[src/rtl/refclk_strobe_gen.sv]
// -----------------------------------------------------------------------------
// refclk_strobe_gen
//
// Purpose:
//   Brings the asynchronous 32.768 kHz board reference clock into the clk
//   domain through a two-flop synchronizer. It detects rising edges of the
//   synchronized signal. It divides those edges into three single-cycle timing
//   strobes:
//     - a 1 Hz timekeeping strobe
//     - a slow strobe for time-set auto-repeat
//     - a fast strobe for time-set auto-repeat
//
// Ports:
//   i_clk           in   system clock; all logic runs on its rising edge
//   i_reset_n       in   synchronous, active-low reset
//   i_refclk        in   asynchronous reference clock
//   o_1hz_stb       out  one-cycle pulse every REFCLK_HZ refclk rising edges
//   o_slow_set_stb  out  one-cycle pulse every REFCLK_HZ/SLOW_SET_HZ edges
//   o_fast_set_stb  out  one-cycle pulse every REFCLK_HZ/FAST_SET_HZ edges
//   o_refclk_sync   out  synchronized refclk (second synchronizer stage)
//
// Build option:
//   REFCLK_STROBE_SIM_SPEEDUP_EN
//     When defined, every divisor is divided by 256. The 1 Hz, slow and fast
//     strobes then come every 128, 64 and 16 edges at the default rates.
//     The synchronizer, edge detect, latency and alignment do not change.
//
// Timing:
//   If i_refclk is first sampled high at clk edge k, the edge pulse follows
//   edge k+1. Any strobe it produces is high between edges k+2 and k+3.
//   i_clk must run faster than 4x the refclk frequency.
// -----------------------------------------------------------------------------
module refclk_strobe_gen #(
  parameter int REFCLK_HZ   = 32768,
  parameter int SLOW_SET_HZ = 2,
  parameter int FAST_SET_HZ = 8
) (
  input  logic i_clk,
  input  logic i_reset_n,
  input  logic i_refclk,
  output logic o_1hz_stb,
  output logic o_slow_set_stb,
  output logic o_fast_set_stb,
  output logic o_refclk_sync
);

`ifdef REFCLK_STROBE_SIM_SPEEDUP_EN
  localparam int SPEEDUP = 256;
`else
  localparam int SPEEDUP = 1;
`endif

  localparam int DIV_1HZ  = REFCLK_HZ / SPEEDUP;
  localparam int DIV_SLOW = (REFCLK_HZ / SLOW_SET_HZ) / SPEEDUP;
  localparam int DIV_FAST = (REFCLK_HZ / FAST_SET_HZ) / SPEEDUP;

  // Keep each counter at least one bit wide so a divisor of 1 still elaborates.
  localparam int W_1HZ  = (DIV_1HZ  > 1) ? $clog2(DIV_1HZ)  : 1;
  localparam int W_SLOW = (DIV_SLOW > 1) ? $clog2(DIV_SLOW) : 1;
  localparam int W_FAST = (DIV_FAST > 1) ? $clog2(DIV_FAST) : 1;

  localparam logic [W_1HZ-1:0]  TOP_1HZ  = W_1HZ'(DIV_1HZ - 1);
  localparam logic [W_SLOW-1:0] TOP_SLOW = W_SLOW'(DIV_SLOW - 1);
  localparam logic [W_FAST-1:0] TOP_FAST = W_FAST'(DIV_FAST - 1);

  logic              sync_s1;
  logic              sync_s2;
  logic              sync_prev;
  logic              edge_pulse;
  logic [W_1HZ-1:0]  cnt_1hz;
  logic [W_SLOW-1:0] cnt_slow;
  logic [W_FAST-1:0] cnt_fast;

  // The previous value is 0 out of reset. A refclk that is already high at
  // reset release therefore counts as one rising edge, which keeps the count
  // deterministic.
  assign edge_pulse    = sync_s2 & ~sync_prev;
  assign o_refclk_sync = sync_s2;

  always_ff @(posedge i_clk) begin
    if (!i_reset_n) begin
      sync_s1   <= 1'b0;
      sync_s2   <= 1'b0;
      sync_prev <= 1'b0;
    end else begin
      sync_s1   <= i_refclk;
      sync_s2   <= sync_s1;
      sync_prev <= sync_s2;
    end
  end

  // The three counters run independently. The divisors nest, so the slower
  // strobes land on the same cycle as a faster strobe.
  always_ff @(posedge i_clk) begin
    if (!i_reset_n) begin
      cnt_1hz   <= '0;
      o_1hz_stb <= 1'b0;
    end else if (edge_pulse) begin
      if (cnt_1hz == TOP_1HZ) begin
        cnt_1hz   <= '0;
        o_1hz_stb <= 1'b1;
      end else begin
        cnt_1hz   <= cnt_1hz + 1'b1;
        o_1hz_stb <= 1'b0;
      end
    end else begin
      o_1hz_stb <= 1'b0;
    end
  end

  always_ff @(posedge i_clk) begin
    if (!i_reset_n) begin
      cnt_slow       <= '0;
      o_slow_set_stb <= 1'b0;
    end else if (edge_pulse) begin
      if (cnt_slow == TOP_SLOW) begin
        cnt_slow       <= '0;
        o_slow_set_stb <= 1'b1;
      end else begin
        cnt_slow       <= cnt_slow + 1'b1;
        o_slow_set_stb <= 1'b0;
      end
    end else begin
      o_slow_set_stb <= 1'b0;
    end
  end

  always_ff @(posedge i_clk) begin
    if (!i_reset_n) begin
      cnt_fast       <= '0;
      o_fast_set_stb <= 1'b0;
    end else if (edge_pulse) begin
      if (cnt_fast == TOP_FAST) begin
        cnt_fast       <= '0;
        o_fast_set_stb <= 1'b1;
      end else begin
        cnt_fast       <= cnt_fast + 1'b1;
        o_fast_set_stb <= 1'b0;
      end
    end else begin
      o_fast_set_stb <= 1'b0;
    end
  end

endmodule

[config.mk]
export PLATFORM = sky130hd
export DESIGN_NAME = refclk_strobe_gen
export DESIGN_NICKNAME = d
export VERILOG_FILES = /design/src/rtl/refclk_strobe_gen.sv
export SDC_FILE = /design/constraint.sdc
export NUM_CORES = 1
export LEC_CHECK = 0
export ABC_AREA = 1
export BUFFER_PORTS_ARGS = -buffer_cell sky130_fd_sc_hd__buf_2
export CAP_MARGIN = 20
export CORE_MARGIN = 5
export CORE_UTILIZATION = 62
export DETAILED_ROUTE_END_ITERATION = 8
export PLACE_DENSITY = 0.86
export SLEW_MARGIN = 20
export SYNTH_ARGS = -nofsm -noshare
export SYNTH_HDL_FRONTEND = slang
export SYNTH_SLANG_ARGS = --single-unit
[constraint.sdc]
create_clock -name i_clk -period 3.55 [get_ports i_clk]
set_input_delay 0.71 -clock i_clk [delete_from_list [all_inputs] [get_ports i_clk]]
set_output_delay 0.71 -clock i_clk [all_outputs]
set_load 0.01 [all_outputs]
# Word-level counts from Yosys, hierarchy flattened
# Index checks and enable logic that the tools add are counted.
dict set report classes {
  eq_ne 3
  add_sub_neg 3
  n_mux 6
  bitwise 2
  n_reduce_logical 1
}
# cell count
set ops {}
lappend ops {{adder 15 x 1 -> 15 bit (second input constant)} 1}
lappend ops {{equality test 15 bit (second input constant)} 1}
lappend ops {{two-way mux 15 bit} 1}
lappend ops {{adder 14 x 1 -> 14 bit (second input constant)} 1}
lappend ops {{equality test 14 bit (second input constant)} 1}
lappend ops {{two-way mux 14 bit} 1}
lappend ops {{adder 12 x 1 -> 12 bit (second input constant)} 1}
lappend ops {{equality test 12 bit (second input constant)} 1}
lappend ops {{two-way mux 12 bit} 1}
lappend ops {{two-way mux 1 bit} 3}
lappend ops {{AND reduction 2 bit} 1}
lappend ops {{bitwise AND 1 bit} 1}
lappend ops {{NOT 1 bit} 1}
dict set report totals {
  elab_cells 24
  input_bits 3
  ff_bits 47
  output_inout_bits 4
}

# Depth between registers and ports, before layout
dict set report logic_depth {
  depth_word 3
  depth_mapped 9
}

# Least setup slack after synthesis
# OpenSTA, ideal clock, no wires.
dict set report synth_timing {
  path_type {register -> register}
  start {register cnt_slow[0]}
  end {register cnt_slow[11]}
  arrival_ns 1.194
  n_path_buf 0
  required_time_ns 3.431
  path_slack_ns 2.237
  setup_time_ns 0.119
  synth_period_minus_slack_ns 1.313
  stages_incl_launch_ff 9
  path_cell_list {dfxtp_1 ha_1 nand3_1 nor2_4 nand2_1 nor2_1 nand2_1 nand2_1 nor2_1}
}
dict set report synth_via {
  elab_chain_len 2
  elab_cells_between_ends 3
}
# item line
set synth_lines {}
lappend synth_lines {{from (decl)} 71} ;# logic [W_SLOW-1:0] cnt_slow;
lappend synth_lines {{from (signal assigned)} 120} ;# cnt_slow <= cnt_slow + 1'b1;
lappend synth_lines {{adder 14 x 1 -> 14 bit or equality test 14 bit (tied branches)} {120, 116}}
lappend synth_lines {{two-way mux 14 bit (*)} 116} ;# if (cnt_slow == TOP_SLOW) begin
# Mark *: on every way between the ends. The rest lies on a longest branch, timed or not.
# A chain may end at the register's enable or synchronous reset.

# Final worst setup path
dict set report layout_timing {
  start {register sync_s2, in the netlist o_refclk_sync}
  end {output o_refclk_sync}
}
# item line
set layout_lines {}
lappend layout_lines {{from (decl)} 67} ;# logic sync_s2;
lappend layout_lines {{from (signal assigned)} 87} ;# sync_s2 <= sync_s1;
lappend layout_lines {{to (decl)} 44} ;# output logic o_refclk_sync
# No word-level cell between the ends.

==> impl_results.md <==
- Hold path cells: 2
- Sequential area share after synthesis: 43.3%
- Clk_lat worst skew: 370 ps
- Area after DPL: 2250 µm²
- Final worst slack: 1890 ps
- Hold-fix buffers at CTS: 0
- Layout cells sized above 1: 6.13%
- Setup violators final: 0
- Period utilisation layout: 46.7%
- Synth warnings: 0
- Top cells by area, synth: dfxtp_1 43%, nand2_1 16%, nor2_1 9.7%
- F_max: 603 MHz
- Site Rows: 21
- All-Layer GR Usage: 18.2%
- Vias in the first global route: 1771
- R2r worst-path depth: 8
- TritonCTS Sinks: 47
- Initial DRC count: 126
- Compound-Gate Fraction of Synth Area: 4.89%
- Avg Cell Area, Syn: 6.90 µm²
- Worst Path Buf+Inv: 1
- Crit-path cells: buf_2
- Root buf cell: clkbuf_4
- Synth top area share: 43.3%
- Place WS: 1750 ps
- Syn Nets: 321
- Most common cell in the netlist: nand2_1
- IO Pins: 7
- Synth area leader: dfxtp_1
- CORE AREA: 3360 µm²
- Post-synthesis adder-cell area fraction: 1.73%
- CTS tree: built
- Clk buf depth: 2
- DR pass1 iterations: 4
- Slowest CP cell: dfxtp_1
- Critical path class: reg -> out
- Crit Path Max Fanout: 5
- Fin crit period: 1660 ps
- DPL Wire Length: 2920 µm
- Post-route ant nets: 0
- Mapped Area: 2170 µm²
- Max Slew Vio Count: 0
- Port Buffer Count: 6
- Post-synthesis xor/xnor area fraction: 5.24%
- Die Area: 4790 µm²
- P_leak: 0.897 nW
- Pwr dens: 347 nW/µm²
- RSZ-0062 raised after global routing: no
- Post-synth top cells: 91 x nand2_1, 56 x nor2_1, 47 x dfxtp_1
- Final hold slack: 438 ps
- Largest net degree at the start of global routing: 20
- Data required, critical path: 2840 ps
- Wire length per cell: 10.4 µm
- Via/cell ratio: 5.10
- Hold violation total from the final report: 0
- Via count: 1899
- Final Skew: 9.82 ps
- Layout Nets: 331
- Total global routing overflow: 0
- Worst slew margin: 63.3%
- ANT cells: 0
- Largest delay share family, worst path: flip-flops
- Cell count after placement: 364
- DRC viols: 0
- Initial antenna violation count: 0
- Clock-pin slew on the worst setup and hold paths: 120 ps
- Layout Utilization: 68.5%
- Initial Utilization: 64.7%
- Status: finished clean
- Worst-Margin Slew: 546 ps
- Mapped Cells: 315
- H-tree Lvls: 2
- First-pass GRT wire length: 7290 µm
- Simple-gate share of the synthesized area: 37.9%
- Largest family of logic cells by synthesized area: simple AND/OR/NAND/NOR gates
- Yosys reg bits: 47
- Chip Width: 69.2 µm
- Overall power: 0.799 mW
- Layout Cells excl Fill: 372
- Post-synthesis mux area share: 0%
- Final design instance area without fill: 2300 µm²
- Worst VDD drop: 0.200 mV
- Synth-to-Final Area Change: 5.93%
- Max-cap violation count: 0
- Crit start category: flop
- Synth cell types: 22
- Worst Hold Class: reg -> reg
- Gp weighted congestion: 0.877
- CP Depth: 1
- WP data arrival: 950 ps
- Post-synth ARST share: 0%
- Die height: 69.2 µm
- Total Routed Length: 3860 µm
- Final TNS setup: 0 ps
- CP endpoint kind: primary output
- Max incr delay on CP: 430 ps
- Post-CTS Setup Bufs: 0
- Main synth FF type: dfxtp_1
- CTS Buf Count: 5
- CTS resizes: 0
- Number of synthesized flops with an enable pin: 0
## flip-flops by register name (all words and copies together), names as in the netlist
signal / flops
sync_s1: 1
cnt_1hz: 15
o_slow_set_stb: 1
o_refclk_sync: 1
o_fast_set_stb: 1
o_1hz_stb: 1
cnt_fast: 12
cnt_slow: 14
sync_prev: 1
## power by group
part	internal [mW]	switching (mW)	total [mW]
sequential	0.531	0.00322	0.534
combinational	0.00576	0.0172	0.0230
clock	0.0766	0.165	0.241
## kinds of logic (layout without fill, tap and decap cells)
| family | after synthesis | in the layout |
|---|---|---|
| compound gates | 19 | 19 |
| xor+xnor | 13 | 13 |
| fa+ha+maj | 3 | 3 |
| buf+inv | 40 | 51 |
| flops | 47 | 47 |
| simple gates | 193 | 193 |
## metal layers
| layer | wire, µm | track usage, % |
|---|---|---|
| met1 | 1800 | 23.0 |
| met2 | 1780 | 29.1 |
| met3 | 192 | 4.06 |
| met4 | 89 | 9.11 |
| met5 | 0 | 0 |
## final timing paths
| kind | from | end | slack, ps |
|---|---|---|---|
| max | o_refclk_sync | o_refclk_sync | 1890 |
| max reg2reg | cnt_slow[0] | cnt_slow[5] | 1980 |
| min | sync_s1 | o_refclk_sync | 440 |
| min reg2reg | sync_s1 | o_refclk_sync | 440 |
## layout make-up
class | count | area, µm²
clock buffers | 6 | 41.3
clock inverters | 2 | 12.5
fillers | 317 | 1060
inverters | 37 | 139
multi-input cells | 228 | 1080
flip-flops and latches | 47 | 941
well taps | 46 | 57.6
repair buffers | 6 | 30.0
## layout by cell type (no fill, tap or decap), drive strengths merged
master and n:
buf 6, nand2 92, o21bai 2, dfxtp 47, clkinvlp 1, clkinv 2, o22ai 2, nand3 24
nand4 7, xnor2 1, inv 36, a2bb2oi 1, clkbuf 6, a21oi 14, ha 3, xor2 12
nor3 6, nor2 61, nand3b 3
(Power assumes the default switching activity.)
